## src/rtl/mii_pkg.sv

```systemverilog
// Shared MII definitions: control codes, preamble bytes and the generator state encoding.
// Used by both the frame generator and the downstream checker.
package mii_pkg;

    localparam logic [7:0] MII_IDLE     = 8'h07;
    localparam logic [7:0] MII_START    = 8'hFB;
    localparam logic [7:0] MII_TERM     = 8'hFD;
    localparam logic [7:0] MII_ERROR    = 8'hFE;
    localparam logic [7:0] MII_PREAMBLE = 8'h55;
    localparam logic [7:0] MII_SFD      = 8'hD5;

    typedef enum logic [2:0] {
        GEN_IDLE,
        GEN_PREAMBLE,
        GEN_DATA,
        GEN_TERM,
        GEN_IPG
    } gen_state_t;

endpackage

```

## src/rtl/mii_last_word_enc.sv

```systemverilog
// Builds the closing word of a frame: data below lane r, TERM at lane r, IDLE above it.
// With r=0 it produces the stand-alone TERM word.
module mii_last_word_enc
    import mii_pkg::*;
#(
    parameter int         LANES     = 8,
    parameter logic [7:0] TERM_CODE = MII_TERM,
    parameter logic [7:0] IDLE_CODE = MII_IDLE
) (
    input  logic [LANES*8-1:0]         i_data,
    input  logic [$clog2(LANES)-1:0]   i_lane,
    output logic [LANES*8-1:0]         o_data,
    output logic [LANES-1:0]           o_ctrl
);

    localparam int LANE_W = $clog2(LANES);

    for (genvar k = 0; k < LANES; k++) begin : g_lane
        logic below;
        logic at;

        assign below             = LANE_W'(k) < i_lane;
        assign at                = LANE_W'(k) == i_lane;
        assign o_data[8*k +: 8]  = below ? i_data[8*k +: 8] : (at ? TERM_CODE : IDLE_CODE);
        assign o_ctrl[k]         = ~below;
    end

endmodule

```

## src/rtl/mii_frame_generator.sv

```systemverilog
// 64-bit MII TX framer: START/preamble, payload, TERM, then IDLE fill until the
// programmed inter-packet gap is met. Every output word is registered.
module mii_frame_generator
    import mii_pkg::*;
#(
    parameter int         DATA_WIDTH = 64,
    parameter int         CTRL_WIDTH = 8,
    parameter int         LEN_WIDTH  = 11,
    parameter logic [7:0] IDLE_CODE  = MII_IDLE,
    parameter logic [7:0] START_CODE = MII_START,
    parameter logic [7:0] TERM_CODE  = MII_TERM,
    parameter logic [7:0] ERROR_CODE = MII_ERROR
) (
    input  logic                  clk,
    input  logic                  i_rst,
    input  logic                  i_start,
    input  logic [LEN_WIDTH-1:0]  i_frame_len,
    input  logic [7:0]            i_ipg_bytes,
    input  logic [DATA_WIDTH-1:0] i_data,
    input  logic                  i_data_valid,
    output logic                  o_data_ready,
    output logic [DATA_WIDTH-1:0] o_tx_data,
    output logic [CTRL_WIDTH-1:0] o_tx_ctrl,
    output logic                  o_busy,
    output logic                  o_frame_done,
    output logic                  o_underrun
);

    localparam int                    LANE_W        = $clog2(CTRL_WIDTH);
    localparam logic [LEN_WIDTH-1:0]  WORD_BYTES    = LEN_WIDTH'(CTRL_WIDTH);
    localparam logic [8:0]            LAST_LANE     = 9'(CTRL_WIDTH - 1);
    localparam logic [DATA_WIDTH-1:0] IDLE_WORD     = {CTRL_WIDTH{IDLE_CODE}};
    localparam logic [DATA_WIDTH-1:0] ERROR_WORD    = {CTRL_WIDTH{ERROR_CODE}};
    localparam logic [DATA_WIDTH-1:0] PREAMBLE_WORD =
        {MII_SFD, {(CTRL_WIDTH-2){MII_PREAMBLE}}, START_CODE};

    gen_state_t             state_q;
    logic [LEN_WIDTH-1:0]   rem_q;
    logic [7:0]             ipg_lat_q;
    logic [8:0]             ipg_cnt_q;
    logic [DATA_WIDTH-1:0]  tx_data_q;
    logic [CTRL_WIDTH-1:0]  tx_ctrl_q;
    logic                   frame_done_q;
    logic                   underrun_q;

    logic [LANE_W-1:0]      enc_lane;
    logic [DATA_WIDTH-1:0]  enc_data;
    logic [CTRL_WIDTH-1:0]  enc_ctrl;
    logic [8:0]             tail_cnt_d;
    logic [8:0]             ipg_cnt_d;

    assign enc_lane   = (state_q == GEN_TERM) ? '0 : rem_q[LANE_W-1:0];
    assign tail_cnt_d = LAST_LANE - 9'(enc_lane);
    assign ipg_cnt_d  = ipg_cnt_q + 9'd8;

    mii_last_word_enc #(
        .LANES     (CTRL_WIDTH),
        .TERM_CODE (TERM_CODE),
        .IDLE_CODE (IDLE_CODE)
    ) u_last_word (
        .i_data (i_data),
        .i_lane (enc_lane),
        .o_data (enc_data),
        .o_ctrl (enc_ctrl)
    );

    // Done is a look-ahead: it is registered with the word that first satisfies the gap.
    function automatic logic gap_met(input logic [8:0] cnt, input logic [7:0] lat);
        return cnt >= {1'b0, lat};
    endfunction

    always_ff @(posedge clk) begin
        if (i_rst) begin
            state_q      <= GEN_IDLE;
            rem_q        <= '0;
            ipg_lat_q    <= '0;
            ipg_cnt_q    <= '0;
            tx_data_q    <= IDLE_WORD;
            tx_ctrl_q    <= '1;
            frame_done_q <= 1'b0;
            underrun_q   <= 1'b0;
        end else begin
            frame_done_q <= 1'b0;
            underrun_q   <= 1'b0;
            case (state_q)
                GEN_IDLE: begin
                    tx_data_q <= IDLE_WORD;
                    tx_ctrl_q <= '1;
                    if (i_start) begin
                        rem_q     <= i_frame_len;
                        ipg_lat_q <= i_ipg_bytes;
                        ipg_cnt_q <= '0;
                        state_q   <= GEN_PREAMBLE;
                    end
                end
                GEN_PREAMBLE: begin
                    tx_data_q <= PREAMBLE_WORD;
                    tx_ctrl_q <= CTRL_WIDTH'(1);
                    state_q   <= (rem_q == '0) ? GEN_TERM : GEN_DATA;
                end
                GEN_DATA: begin
                    if (!i_data_valid) begin
                        tx_data_q    <= ERROR_WORD;
                        tx_ctrl_q    <= '1;
                        underrun_q   <= 1'b1;
                        ipg_cnt_q    <= '0;
                        frame_done_q <= gap_met(9'd0, ipg_lat_q);
                        state_q      <= GEN_IPG;
                    end else if (rem_q > WORD_BYTES) begin
                        tx_data_q <= i_data;
                        tx_ctrl_q <= '0;
                        rem_q     <= rem_q - WORD_BYTES;
                    end else if (rem_q == WORD_BYTES) begin
                        tx_data_q <= i_data;
                        tx_ctrl_q <= '0;
                        state_q   <= GEN_TERM;
                    end else begin
                        tx_data_q    <= enc_data;
                        tx_ctrl_q    <= enc_ctrl;
                        ipg_cnt_q    <= tail_cnt_d;
                        frame_done_q <= gap_met(tail_cnt_d, ipg_lat_q);
                        state_q      <= GEN_IPG;
                    end
                end
                GEN_TERM: begin
                    tx_data_q    <= enc_data;
                    tx_ctrl_q    <= enc_ctrl;
                    ipg_cnt_q    <= tail_cnt_d;
                    frame_done_q <= gap_met(tail_cnt_d, ipg_lat_q);
                    state_q      <= GEN_IPG;
                end
                GEN_IPG: begin
                    tx_data_q <= IDLE_WORD;
                    tx_ctrl_q <= '1;
                    if (gap_met(ipg_cnt_q, ipg_lat_q)) begin
                        state_q <= GEN_IDLE;
                    end else begin
                        ipg_cnt_q    <= ipg_cnt_d;
                        frame_done_q <= gap_met(ipg_cnt_d, ipg_lat_q);
                    end
                end
                default: state_q <= GEN_IDLE;
            endcase
        end
    end

    assign o_data_ready = (state_q == GEN_DATA);
    assign o_busy       = (state_q != GEN_IDLE);
    assign o_tx_data    = tx_data_q;
    assign o_tx_ctrl    = tx_ctrl_q;
    assign o_frame_done = frame_done_q;
    assign o_underrun   = underrun_q;

endmodule

```

## config.mk

```make
export PLATFORM = sky130hd
export DESIGN_NAME = mii_frame_generator
export DESIGN_NICKNAME = d
export VERILOG_FILES = /design/src/rtl/mii_pkg.sv /design/src/rtl/mii_last_word_enc.sv /design/src/rtl/mii_frame_generator.sv
export SDC_FILE = /design/constraint.sdc
export NUM_CORES = 1
export LEC_CHECK = 0
export BUFFER_PORTS_ARGS = -buffer_cell sky130_fd_sc_hd__buf_2
export CAP_MARGIN = 10
export CORE_UTILIZATION = 40
export CTS_BUF_LIST = sky130_fd_sc_hd__clkbuf_8
export DETAILED_ROUTE_END_ITERATION = 6
export GPL_TIMING_DRIVEN = 0
export PLACE_DENSITY_LB_ADDON = 0.12
export SYNTH_ARGS = -nofsm -noshare
export SYNTH_HDL_FRONTEND = slang
export SYNTH_SLANG_ARGS = --single-unit
```

## constraint.sdc

```tcl
create_clock -name clk -period 2.78 [get_ports clk]
set_input_delay 0.139 -clock clk [delete_from_list [all_inputs] [get_ports clk]]
set_output_delay 0.139 -clock clk [all_outputs]
set_load 0.05 [all_outputs]
```

==> results of run 1 <==
==> synthesized netlist by cell type (3+ instances only) <==
library cell    n
dfxtp_1       105
a21oi_1        69
nand2_1        57
o21ai_0        54
nor2_1         35
clkbuf_1       27
inv_1          23
ha_1           17
nand2b_1       14
nand3_1        14
nor3_1         14
a211oi_1       13
a221o_1         9
a22o_1          9
buf_2           9
nand4_1         9
a31oi_1         8
a21o_1          7
a211o_1         6
nand3b_1        6
o21bai_1        6
o211ai_1        5
o221a_2         5
o32ai_1         5
or2_2           5
or3_1           5
buf_4           4
nor2b_1         4
o22ai_1         4
o31ai_1         4
a2111oi_2       3
mux2i_1         3
nor3b_1         3
nor4_1          3
o21ai_1         3
o221ai_1        3
o31a_1          3
==> critical path: stages (launching register included) <==
cell	delay, ns
dfxtp_1	0.36
inv_1	0.13
ha_1	0.24
nor4b_2	0.37
nand2_2	0.19
a2111oi_2	0.94
o221ai_1	0.26
nand3b_1	0.13
==> power breakdown <==
| part | switching [mW] | leakage, nW | internal, mW |
|---|---|---|---|
| logic | 3.20 | 1.89 | 1.26 |
| clock network | 0.595 | 0.0960 | 0.391 |
| registers | 0.245 | 0.858 | 1.90 |
| total | 4.04 | 2.84 | 3.55 |
==> final timing paths <==
kind	startpoint	endpoint	slack [ns]	cells past startpoint
setup / recovery	rem_q[3]$_SDFFE_PP0P_	o_tx_data[16]$_SDFFE_PP1P_	0.11	7
hold / removal	i_frame_len[0]	rem_q[0]$_SDFFE_PP0P_	0.007	3
setup reg to reg	rem_q[3]$_SDFFE_PP0P_	o_tx_data[16]$_SDFFE_PP1P_	0.11	7
hold reg to reg	o_tx_ctrl[1]$_SDFFE_PP1P_	o_tx_ctrl[1]$_SDFFE_PP1P_	0.46	2
==> cells by family (layout without fill, tap and decap cells) <==
logic type                 after synthesis  after routing
AOI/OAI and AO/OA                      238            238
adders and majority gates               17             17
DFF                                    105            105
buffers and inverters                   66            281
muxes                                    3              3
xor gates and xnor gates                 2              2
and+or+nand+nor                        190            190
==> sequential cells by signal, summed over array words and instances, names as in the netlist <==
signal,count
state_q,3
o_frame_done,1
ipg_lat_q,8
rem_q,11
o_tx_data,64
o_tx_ctrl,8
o_underrun,1
ipg_cnt_q,9
==> through the flow <==
step	cell area (um^2)	utilization, %	hold WS (ns)	power (mW)	worst slack [ns]
floorplan	5280	-	0.246	5.31	0.737
global route	6880	54.1	0.0141	8.01	0.0519
finish	6880	54.1	0.00656	7.59	0.114
detailed placement	6300	49.5	0.351	6.49	0.256
global placement	6300	49.5	0.345	6.42	0.319
CTS	6880	54.0	0.000714	7.53	0.177
==> layout make-up <==
cell class                 count  share of cell area (%)
multi-input combinational    450                    42.1
sequential                   105                    30.5
timing repair buffer         199                    17.2
tap                          172                    3.13
buffer                        42                    2.84
clock buffer                  11                    2.20
inverter                      24                    1.33
clock inverter                 5                   0.673
==> routing by layer <==
metal  vias to the layer above  track usage (%)
met1                      2700             35.5
met3                        35             5.66
met2                       285             46.0
met4                         0             11.6
met5                         -                0
li1                       2726                -
==> repair_timing <==
action | CTS | global route
gates resized for setup | 0 | 1
endpoints found under the hold margin | 38 | 0
setup endpoints to repair | 0 | 1
hold buffers | 38 | 0
==> out/summary.txt, run 1 <==
status: finished clean
Critical Path RT: 3.13 ns
most frequent cells in the layout: buf_2, dfxtp_1, a21oi_1
post-synthesis compound-gate area fraction: 30.8%
largest family of logic cells by synthesized area: compound AO/OA/AOI/OAI gates
DP Cell Count: 954
CTS tree: done
fmax: 375 MHz
first-pass GRT wire length: 28,500 um
total track usage: 27.9%
crit end category: flip-flop
Unique masters post-synth: 73
maximum vdd drop: 0.000547 V
setup_tns: 0 ns
count of final setup violators: 0
LEAKAGE: 2.84 nW
placed wire-length estimate: 14,200 um
Ys Warns: 0
die area: 13,700 um^2
uppermost routed layer: met4
post-synth top area share: 39.8%
crit start category: flip-flop
Routed wire per std cell: 19.0 um
met2 routed WL: 8950 um
Max Root-Sink Buffers: 2
Slew @ Worst Pin: 1.01 ns
multiplexer share of the synthesized area: 0.569%
initial DRC count: 509
Num CTS Buffers: 9
Synth area leaders: dfxtp_1, a21oi_1, o21ai_0
#FFs+latches synth: 105
number of max-cap violations: 0
most common cell after layout, fill and taps aside: buf_2
Final Cycle Share: 95.9%
EDFF count, synth: 0
nets@finish: 935
DRC Markers: 0
Syn Nets: 725
crit path kind: reg -> reg
H-Tree Depth: 3
Gate Count Post-Synth: 621
Avg Vias per Cell: 5.70
WP data arrival: 3.02 ns
Finished Layout Cells: 1,008
top cell type by total area after synthesis: dfxtp_1
final hold vios: 0
number of antenna violations at the first check in global routing: 0
# clock sinks: 105
largest net degree at the start of global routing: 19
Filler cells: 1,287
RSZ-0062 raised after global routing: false
clk slew on worst S/H paths: 0.11 ns
GRT overflow: 0
syn_area_per_cell: 8.50 um^2
Worst-Skew Late Latency: 0.41 ns
antenna fix cells: 0
Root Buffer: clkbuf_8
Worst Hold Class: in -> reg
Multi-input gate area: 2890 um^2
DR pass1 iterations: 6
Max-slew headroom: 32.5%
vias: 5,746
DRT Wirelength: 19,100 um
initial core utilization: 41.5%
register area: 2100 um^2
Post-synth ARST share: 0%
vias in the first global route: 5,376
RD Place Congestion: 0.885
adder-cell share of the synthesized area: 4.03%
Post-CTS Setup Bufs: 0
cell area power density: 1100 nW/um^2
Met1 Wirelength: 8160 um
port bufs: 161
Die Y-Extent: 117 um
Rows: 41
# IOs: 163
sequential fraction of the synthesis area: 39.8%
fin. max-slew vios: 0
Layout Skew: 0.0161 ns
fin crit period: 2.67 ns
synthesized cell area: 5280 um^2
share of layout cells above drive strength 1: 26.9%
core area: 12,700 um^2
met3 wire len: 1620 um
ys flop type: dfxtp_1
crit path max fanout: 6
Die W: 117 um
synth-to-layout area growth: 30.4%
ANT nets after route: 0
simple-gate share of the synthesized area: 19.0%
Post-Synth XOR/XNOR Area: 0.332%
(Power assumes the default switching activity.)
==> run 2: changes to the inputs <==
Settings changed: CORE_UTILIZATION 40 to 53.
==> run 2 against run 1 <==
Compared with the run above: setup slack improved by 0.063 ns; register-to-register slack improved by 0.06 ns; critical path depth fell by 1; final cell count fell by 4.9%; first-iteration DRC count fell by 9.2%.
==> out/summary.txt, run 2 (synthesis results as in run 1) <==
status: finished clean
Num CTS Buffers: 9 (unchanged)
Finished Layout Cells: 959 (-4.9%)
# IOs: 163 (unchanged)
ANT nets after route: 0 (unchanged)
placed wire-length estimate: 13,700 um (-3.4%)
fmax: 384 MHz (+2.4%)
Top Family by Delay on Critical Path: simple AND/OR/NAND/NOR gates
Final Total Pwr: 7.54 mW (-0.64%)
RD Place Congestion: 0.925 (+4.6%)
WP data arrival: 2.90 ns (-0.12 ns)
crit start category: flip-flop
Worst-Skew Late Latency: 0.40 ns (about the same)
Max-slew headroom: 44.4% (+12 points)
maximum vdd drop: 0.000861 V (+57%)
count of final setup violators: 0 (unchanged)
DRT Wirelength: 18,600 um (-2.9%)
LEAKAGE: 2.81 nW (-1.2%)
initial core utilization: 54.2% (+13 points)
fin. max-slew vios: 0 (unchanged)
DRC Markers: 0 (unchanged)
# clock sinks: 105 (unchanged)
Worst R2R Start: rem_q[0]$_SDFFE_PP0P_
antenna fix cells: 0 (unchanged)
crit path max fanout: 10 (+4)
worst r2r dst: o_tx_data[34]$_SDFFE_PP1P_
reg2reg path depth: 6 (-1)
fin crit period: 2.60 ns (-0.0627 ns)
DP Cell Count: 915 (-4.1%)
Die W: 102 um (-13%)
most common cell after layout, fill and taps aside: buf_2
RSZ-0062 raised after global routing: false
Critical Path RT: 3.07 ns (-0.06 ns)
final core occ: 69.1% (+15 points)
core area: 9730 um^2 (-24%)
crit path kind: reg -> reg
share of layout cells above drive strength 1: 26.9% (-0.037 points)
most frequent cells in the layout: buf_2, dfxtp_1, a21oi_1
Root Buffer: clkbuf_8
nets@finish: 925 (-1.1%)
Final Cycle Share: 93.6% (-2.3 points)
Rows: 36 (-12%)
GRT overflow: 0 (unchanged)
largest net degree at the start of global routing: 17 (-2)
crit end category: flip-flop
slowest CP cell: a31oi_1
DR pass1 iterations: 7 (+1)
most used cell, CP: a31oi_1
first-pass GRT wire length: 28,400 um (-0.27%)
Slew @ Worst Pin: 0.832 ns (-0.179 ns)
Avg Vias per Cell: 6.13 (+7.5%)
Hold Path Sink: o_tx_data[62]$_SDFFE_PP0P_
final hold vios: 0 (unchanged)
Max Root-Sink Buffers: 2 (unchanged)
WP buf/inv: 1 (unchanged)
Routed wire per std cell: 19.4 um (+2.0%)
area of placed instances: 6250 um^2 (-0.77%)
total track usage: 36.3% (+8.4 points)
Die Y-Extent: 102 um (-13%)
Worst Hold Path Cells: 2 (-1)
Filler cells: 851 (-34%)
synth-to-layout area growth: 27.4%
die area: 10,400 um^2 (-24%)
fin area: 6720 um^2 (-2.3%)
max reg flops: 64 (unchanged)
CTS tree: done
Layout Skew: 0.0178 ns (+0.00175 ns)
HP Start: i_data[62]
critical-path cell list: buf_2, nor3_2, nand3_1, a31oi_1, a31oi_1, or2_2
cell area power density: 1120 nW/um^2 (+1.7%)
clk slew on worst S/H paths: 0.10 ns (about the same)
H-Tree Depth: 3 (unchanged)
number of max-cap violations: 0 (unchanged)
port bufs: 161 (unchanged)
CP peak stage delay: 0.75 ns (-0.19 ns)
vias: 5,875 (+2.2%)
Worst Setup SP: rem_q[0]$_SDFFE_PP0P_
vias in the first global route: 5,584 (+3.9%)
Worst Hold Class: in -> reg
initial DRC count: 462 (-9.2%)
number of antenna violations at the first check in global routing: 0 (unchanged)
setup_tns: 0 ns (unchanged)
R2R setup slack: 0.18 ns (+0.06 ns)
run 2: cell count changes in the layout (fill, tap and decap cells not counted), sizes merged:
cell and delta:
bufinv +1, clkinvlp -1, clkbuf -2, dlygate4sd3 -10, inv +1, clkinv +1
run 2: per-layer routing:
layer  up-vias  global-route usage, %  share of wire [%]
met5         -                      0                  0
met4         0                   17.7                3.1
met3        53                   8.70                9.0
met2       350                   60.1                 48
met1      2772                   44.1                 40
li1       2700                      -                  -
run 2: how the worst max path moves through the flow:
stage                                             to  slack (ns)  depth (start not counted)
after CTS                 o_tx_data[46]$_SDFFE_PP0P_        0.13                          7
after global routing      o_tx_data[55]$_SDFFE_PP0P_        0.04                          8
final                     o_tx_data[34]$_SDFFE_PP1P_        0.18                          6
after detailed placement  o_tx_data[46]$_SDFFE_PP0P_        0.21                          7
after floorplan           o_tx_data[11]$_SDFFE_PP0P_        0.74                          8
after global placement    o_tx_data[44]$_SDFFE_PP0P_        0.32                          7
run 2: layout make-up:
class	count	area (um^2)	share of cell area (%)
plain buffers	42	195	2.90
clock buffers	9	124	1.84
clock inverters	7	62.6	0.931
inverters	24	91.3	1.36
multi-input cells	450	2890	43.1
flip-flops and latches	105	2100	31.3
well taps	133	166	2.48
repair buffers	189	1090	16.2
run 2: worst reg2reg max path: stages, from the launching register on:
cell and delay, ns:
dfxtp_1 0.31, buf_2 0.18, nor3_2 0.43, nand3_1 0.36, a31oi_1 0.75, a31oi_1 0.18
or2_2 0.29
run 2: repair_timing:
item | CTS | global route
setup endpoints to repair | 0 | 5
buffers inserted | 0 | 0
gates resized for setup | 0 | 1
hold buffers | 27 | 1
endpoints found under the hold margin | 27 | 1
run 2: power breakdown:
group	internal [mW]	leakage (nW)	switching [mW]
sequential	1.90	0.858	0.250
clock	0.409	0.103	0.544
combinational	1.26	1.85	3.19
run 2: stage by stage:
stage                     worst slack, ns  hold WS, ns
final                               0.177      0.00408
after global routing               0.0361      0.00334
after CTS                           0.129      0.00148
after detailed placement            0.209        0.355
after global placement              0.323        0.347
after floorplan                     0.737        0.246
